$ cat src/rtl/p2_pkg.sv
// Shared protocol-2 packet constants, FSM state type and header byte helper
// used by the DDC, mic and wideband packet builders.
package p2_pkg;

  localparam int unsigned HDR_BYTES             = 16;
  localparam int unsigned DDC_SAMPLES_PER_FRAME = 238;
  localparam int unsigned DDC_PKT_BYTES         = HDR_BYTES + 6 * DDC_SAMPLES_PER_FRAME;

  // Header field start offsets (bytes); every field is big-endian.
  localparam logic [3:0] HDR_OFS_SEQ = 4'd0;
  localparam logic [3:0] HDR_OFS_TS  = 4'd4;
  localparam logic [3:0] HDR_OFS_BPS = 4'd12;
  localparam logic [3:0] HDR_OFS_SPF = 4'd14;

  typedef enum logic [1:0] {
    IDLE = 2'd0,
    REQ  = 2'd1,
    HDR  = 2'd2,
    PAY  = 2'd3
  } p2_state_e;

  // Byte 'rel' (0 = most significant) of an nbytes-wide field held right-aligned.
  function automatic logic [7:0] be_byte(input logic [63:0] field,
                                         input logic [3:0]  nbytes,
                                         input logic [3:0]  rel);
    logic [2:0] pos;
    pos = 3'(nbytes - 4'd1 - rel);
    return field[{pos, 3'b000} +: 8];
  endfunction

endpackage

$ cat src/rtl/p2_hdr_mux.sv
// Combinational byte select of the 16-byte protocol-2 header
// {seq, timestamp, bits-per-sample, samples-per-frame} by byte index.
module p2_hdr_mux
  import p2_pkg::*;
(
  input  logic [3:0]  idx_i,
  input  logic [31:0] seq_i,
  input  logic [63:0] ts_i,
  input  logic [15:0] bps_i,
  input  logic [15:0] spf_i,
  output logic [7:0]  byte_o
);

  always_comb begin
    byte_o = '0;
    if (idx_i >= HDR_OFS_SPF) begin
      byte_o = be_byte({48'd0, spf_i}, 4'd2, idx_i - HDR_OFS_SPF);
    end else if (idx_i >= HDR_OFS_BPS) begin
      byte_o = be_byte({48'd0, bps_i}, 4'd2, idx_i - HDR_OFS_BPS);
    end else if (idx_i >= HDR_OFS_TS) begin
      byte_o = be_byte(ts_i, 4'd8, idx_i - HDR_OFS_TS);
    end else begin
      byte_o = be_byte({32'd0, seq_i}, 4'd4, idx_i - HDR_OFS_SEQ);
    end
  end

endmodule

$ cat src/rtl/ddc_packet_builder.sv
// Drains one buffered frame of DDC I/Q bytes from the byte FIFO and emits it
// as a protocol-2 UDP payload (16-byte header + 6*SAMPLES_PER_FRAME bytes).
module ddc_packet_builder
  import p2_pkg::*;
#(
  parameter int unsigned SAMPLES_PER_FRAME = (DDC_PKT_BYTES - HDR_BYTES) / 6,
  parameter int unsigned BITS_PER_SAMPLE   = 24,
  parameter int unsigned USEDW_W           = 12
) (
  input  logic               clock,
  input  logic               reset,
  input  logic               run,
  input  logic               fifo_clear,
  input  logic [USEDW_W-1:0] fifo_rdusedw,
  input  logic [7:0]         fifo_rddata,
  output logic               fifo_rdreq,
  input  logic [63:0]        timestamp,
  output logic               tx_request,
  input  logic               tx_grant,
  output logic [10:0]        tx_length,
  output logic               tx_valid,
  output logic [7:0]         tx_data,
  output logic               tx_last,
  output logic               pkt_aborted
);

  localparam int unsigned PAY_BYTES = 6 * SAMPLES_PER_FRAME;
  localparam int unsigned PKT_BYTES = HDR_BYTES + PAY_BYTES;
  localparam logic [10:0] HDR_LAST  = 11'(HDR_BYTES - 1);
  localparam logic [10:0] PAY_LAST  = 11'(PAY_BYTES - 1);

  p2_state_e   state_q, state_d;
  logic [10:0] cnt_q, cnt_d;
  logic [31:0] seq_q, seq_d;
  logic [63:0] ts_q, ts_d;
  logic        aborted_q, aborted_d;
  logic        kill;
  logic        threshold_met;
  logic [7:0]  hdr_byte;

  assign tx_length     = 11'(PKT_BYTES);
  assign threshold_met = 32'(fifo_rdusedw) >= 32'(PAY_BYTES);

  p2_hdr_mux u_hdr_mux (
    .idx_i  (cnt_q[3:0]),
    .seq_i  (seq_q),
    .ts_i   (ts_q),
    .bps_i  (16'(BITS_PER_SAMPLE)),
    .spf_i  (16'(SAMPLES_PER_FRAME)),
    .byte_o (hdr_byte)
  );

  always_comb begin
    state_d     = state_q;
    cnt_d       = cnt_q;
    seq_d       = seq_q;
    ts_d        = ts_q;
    aborted_d   = aborted_q;
    tx_request  = 1'b0;
    tx_valid    = 1'b0;
    tx_data     = '0;
    tx_last     = 1'b0;
    fifo_rdreq  = 1'b0;
    pkt_aborted = 1'b0;
    // Once a flush is seen the packet is padded with zeros to keep MAC framing.
    kill        = aborted_q | fifo_clear;

    unique case (state_q)
      IDLE: begin
        cnt_d     = '0;
        aborted_d = 1'b0;
        if (!run) begin
          seq_d = '0;
        end else if (!fifo_clear && threshold_met) begin
          ts_d    = timestamp;
          state_d = REQ;
        end
      end
      REQ: begin
        tx_request = 1'b1;
        if (fifo_clear) begin
          state_d = IDLE;
        end else if (tx_grant) begin
          cnt_d   = '0;
          state_d = HDR;
        end
      end
      HDR: begin
        tx_valid    = 1'b1;
        tx_data     = kill ? 8'h00 : hdr_byte;
        pkt_aborted = fifo_clear & ~aborted_q;
        aborted_d   = kill;
        // Prefetch on the last header byte so payload byte 0 is on q in time.
        fifo_rdreq  = (cnt_q == HDR_LAST) & ~kill;
        if (cnt_q == HDR_LAST) begin
          cnt_d   = '0;
          state_d = PAY;
        end else begin
          cnt_d = cnt_q + 11'd1;
        end
      end
      PAY: begin
        tx_valid    = 1'b1;
        tx_data     = kill ? 8'h00 : fifo_rddata;
        pkt_aborted = fifo_clear & ~aborted_q;
        aborted_d   = kill;
        fifo_rdreq  = (cnt_q != PAY_LAST) & ~kill;
        if (cnt_q == PAY_LAST) begin
          tx_last = 1'b1;
          seq_d   = seq_q + 32'd1;
          state_d = IDLE;
        end else begin
          cnt_d = cnt_q + 11'd1;
        end
      end
      default: state_d = IDLE;
    endcase
  end

  always_ff @(posedge clock) begin
    if (reset) begin
      state_q   <= IDLE;
      cnt_q     <= '0;
      seq_q     <= '0;
      ts_q      <= '0;
      aborted_q <= 1'b0;
    end else begin
      state_q   <= state_d;
      cnt_q     <= cnt_d;
      seq_q     <= seq_d;
      ts_q      <= ts_d;
      aborted_q <= aborted_d;
    end
  end

endmodule

$ cat config.mk
export PLATFORM = sky130hd
export DESIGN_NAME = ddc_packet_builder
export DESIGN_NICKNAME = d
export VERILOG_FILES = /design/src/rtl/p2_pkg.sv /design/src/rtl/p2_hdr_mux.sv /design/src/rtl/ddc_packet_builder.sv
export SDC_FILE = /design/constraint.sdc
export NUM_CORES = 1
export LEC_CHECK = 0
export BUFFER_PORTS_ARGS = -buffer_cell sky130_fd_sc_hd__buf_4
export CORE_ASPECT_RATIO = 0.7
export CORE_UTILIZATION = 40
export CTS_CLUSTER_SIZE = 20
export DETAILED_ROUTE_END_ITERATION = 12
export PLACE_DENSITY = 0.62
export RECOVER_POWER = 50
export SLEW_MARGIN = 10
export SYNTH_ARGS = -nofsm -noshare
export SYNTH_HDL_FRONTEND = slang
export SYNTH_SLANG_ARGS = --single-unit
$ cat constraint.sdc
create_clock -name clock -period 4.7 [get_ports clock]
set_input_delay 0.235 -clock clock [delete_from_list [all_inputs] [get_ports clock]]
set_output_delay 0.235 -clock clock [all_outputs]
set_load 0.02 [all_outputs]
==> key figures <==
Logic synthesis
  • Ys flop type: dfxtp_1
  • Cell area after synthesis: 5690 sq um
  • Synth warn: 0
  • Post-synth EDFFs: 0
  • FFs w/ async S/R, synth: 0
  • Post-Syn Instances: between 600 and 700
  • Register bit total from synthesis: between 100 and 150
  • Synth top area share: 0.387
  • Synth area leaders: dfxtp_1 39%, nand2_1 11%, mux4_2 9.5%
  • Yosys top cell by area: dfxtp_1
  • Yosys cell types: 56
  • Commonest cells in the netlist: 165 x nand2_1, 110 x dfxtp_1, 87 x a21oi_1
  • Sequential area share after synthesis: 0.387
  • Most common cell in the netlist: nand2_1
  • Mean Syn Cell Area: 8.39 sq um

Drt
  • Wire per inst: about 16 um
  • TritonRoute pass-1 iters: 5
  • Vias: about 5100
  • Antenna Nets Post-Route: 0
  • Residual DRC: 0
  • WL final: approximately 15000 um
  • Via/cell ratio: roughly 5.4
  • Initial drt markers: between 500 and 600

Clock tree
  • CTS tree: done
  • Worst skew pair latency: approximately 0.35 ns
  • Post-CTS Setup Repair Bufs: 0
  • Hold buffers post-CTS: 0
  • Clock transition at path regs: about 0.08 ns
  • CTS Buf Count: 9
  • Htree depth: 3
  • Root Buffer: clkbuf_16
  • Clock sink count: 110
  • PostCTS Resize Cnt: 0
  • Clock Tree Buf Depth: 2

Cells and area
  • Fill count: 1358
  • Ant. Diodes: 0
  • Share of layout cells above drive strength 1: 0.203
  • Final std cells w/o fill: around 940
  • Flip-flop and latch area: 2200 sq um
  • Layout Nets: ~840
  • Area of the multi-input gates: around 3200 sq um
  • Layout Area Growth over Synthesis: 17.9%

Placement
  • Gpl congestion: 0.922
  • Port bufs: just under 100
  • Placed cell count: approximately 920
  • Final HPWL DP: between 10000 and 15000 um

Worst setup path
  • Crit end category: flop
  • Depth of the most critical reg-to-reg path: 6
  • CP max FO: 15
  • CP Cell Sequence: ha_1, nand3_1, nor4_1, o21ai_1, or3_1, a21oi_1
  • CP Data Arrival Time: approximately 4 ns
  • Worst Path Required: slightly below 5 ns
  • Critical path startpoint category: flop
  • CP peak stage delay: around 1.3 ns
  • Critical Path Slowest Stage Cell: nor4_1
  • Reg2reg setup slack: about 0.92 ns
  • FF-to-FF Start: cnt_q[1]
  • Worst Path Class, Setup: flop to flop
  • FF-to-FF End: seq_q[19]

Min path
  • Worst Hold Depth: 3
  • Worst hold path startpoint: timestamp[50]
  • HP Class: primary input to flop
  • Worst Hold Path EP: ts_q[50]

Floorplanning
  • Starting density of the core: 0.409
  • Die W: ~140 um
  • Die height: slightly above 100 um
  • # rows: 36
  • Core area: roughly 14000 sq um
  • Ports: 113
  • Die area: ~15000 sq um

STA
  • Final hold vios: 0
  • Fmax: around 260 MHz
  • Minimum clock period: 3.78 ns
  • Setup violators final: 0
  • Final period utilization: 0.805
  • Max-slew violation count: 73
  • Worst Skew: a little over 0.01 ns
  • Slew @ Worst Pin: roughly 2.1 ns
  • Max_slew headroom: -0.424
  • RSZ-0062 raised after global routing: no
  • TNS Setup: 0 ns

GRT
  • GRT Residual Overflow: 0
  • Initial antenna violation count: 0
  • Vias in the first global route: approximately 4700
  • First-pass GRT wire length: 23900 um
  • Total GRT Usage: 0.210
  • Largest net degree at the start of global routing: 84

Power and ir drop
  • Switch Pwr: between 0.0004 and 0.0005 W
  • LEAKAGE: 2.31 nW
  • Max VDD drop: 0.000157 V
  • Total power: 0.00191 W
  • Switching part of the total: 0.259
  • PD cells: 285 nW/um^2
  • Clk pwr share: 0.399
  • Combinational power share: 0.092
  • Pint: around 0.0014 W
  • Seq pwr share: 0.509

Outcome
  • Failing checks: max-capacitance violations, max-slew violations
  • Outcome: finished, violations left

Job
  • Total of max-cap violations: 2
## cell families after synthesis
| family | after synthesis | synth area share |
|---|---|---|
| buf+inv | 71 | 0.0633 |
| xor+xnor | 17 | 0.0262 |
| mux | 32 | 0.109 |
| flops | 110 | 0.387 |
| other cells | 2 | 0.00132 |
| simple gates | 277 | 0.227 |
| fa+ha+maj | 7 | 0.0154 |
| compound gates | 162 | 0.171 |
## cell type report
class                      instances  share of cell area
multi-input combinational        506               0.471
sequential                       110               0.328
timing repair buffer             103               0.114
tap                              190              0.0354
clock buffer                       9              0.0336
clock inverter                     7              0.0116
inverter                          12             0.00672
## through the flow
stage	worst slack (ns)	utilization	hold WS (ns)	area [sq um]
4_1_cts	1.39	0.484	0.120	6740
3_3_place_gp	1.79	0.462	0.440	6430
3_5_place_dp	1.77	0.462	0.444	6430
5_1_grt	0.793	0.482	0.117	6710
6_report	0.915	0.482	0.126	6710
2_1_floorplan	2.07	-	0.371	5720
## worst max path at each step
stage	start	endpoint	cells after the start
floorplan	cnt_q[1]	tx_data[3]	9
global placement	cnt_q[1]	tx_data[3]	9
detailed placement	cnt_q[1]	seq_q[22]	6
CTS	cnt_q[1]	tx_data[3]	9
global route	cnt_q[0]	seq_q[19]	7
finish	cnt_q[1]	seq_q[19]	6
## power groups by stage
| stage | Sequential [W] | Clock, W | Combinational, W |
|---|---|---|---|
| after floorplan | 0.000985 | 0 | 0.000107 |
| after global placement | 0.000992 | 0 | 0.000173 |
| after detailed placement | 0.000994 | 0 | 0.000176 |
| after CTS | 0.000972 | 0.000784 | 0.000176 |
| after global routing | 0.000975 | 0.000818 | 0.000193 |
| final | 0.000972 | 0.000763 | 0.000175 |
## worst max-delay path, delay by kind of cell (launching register included)
family / cells / cell delay, ns
and+or+nand+nor: 3 / 1.97
DFF: 1 / 0.77
adders and majority gates: 1 / 0.35
AOI/OAI and AO/OA: 2 / 0.59
## cells in the final DEF, fill, tap and decap left out, types with 4 or more instances in the layout
cell	Yosys	layout
and3_1	4	4
o211ai_1	13	13
clkbuf_16	0	9
o21ai_0	29	29
xor2_1	16	16
o2111ai_1	4	4
nand3_1	11	11
nand2_1	165	165
conb_1	2	11
nand2b_1	5	5
dfxtp_1	110	110
ha_1	7	7
mux2i_1	7	7
o32ai_1	4	4
or4_1	4	4
buf_4	16	100
nor2_1	36	36
and4_1	6	6
mux4_2	24	24
nor3_1	8	8
nand4_1	6	6
inv_1	12	12
a21oi_1	87	87
or3_1	15	15
## flip-flops by register name, summed over array words and instances, names as in the netlist, named ones only
name       count
aborted_q      1
seq_q         32
cnt_q         11
state_q        1
ts_q          64
## metal layers
layer  vias to the layer above  global-route usage  share of wire
met5                         -                   0              0
met4                         0              0.0421         0.0076
met3                        13              0.0407          0.064
met2                       171               0.313           0.44
met1                      2420               0.312           0.49
li1                       2502                   -              -
No activity file was read; power rests on OpenSTA's default activity.
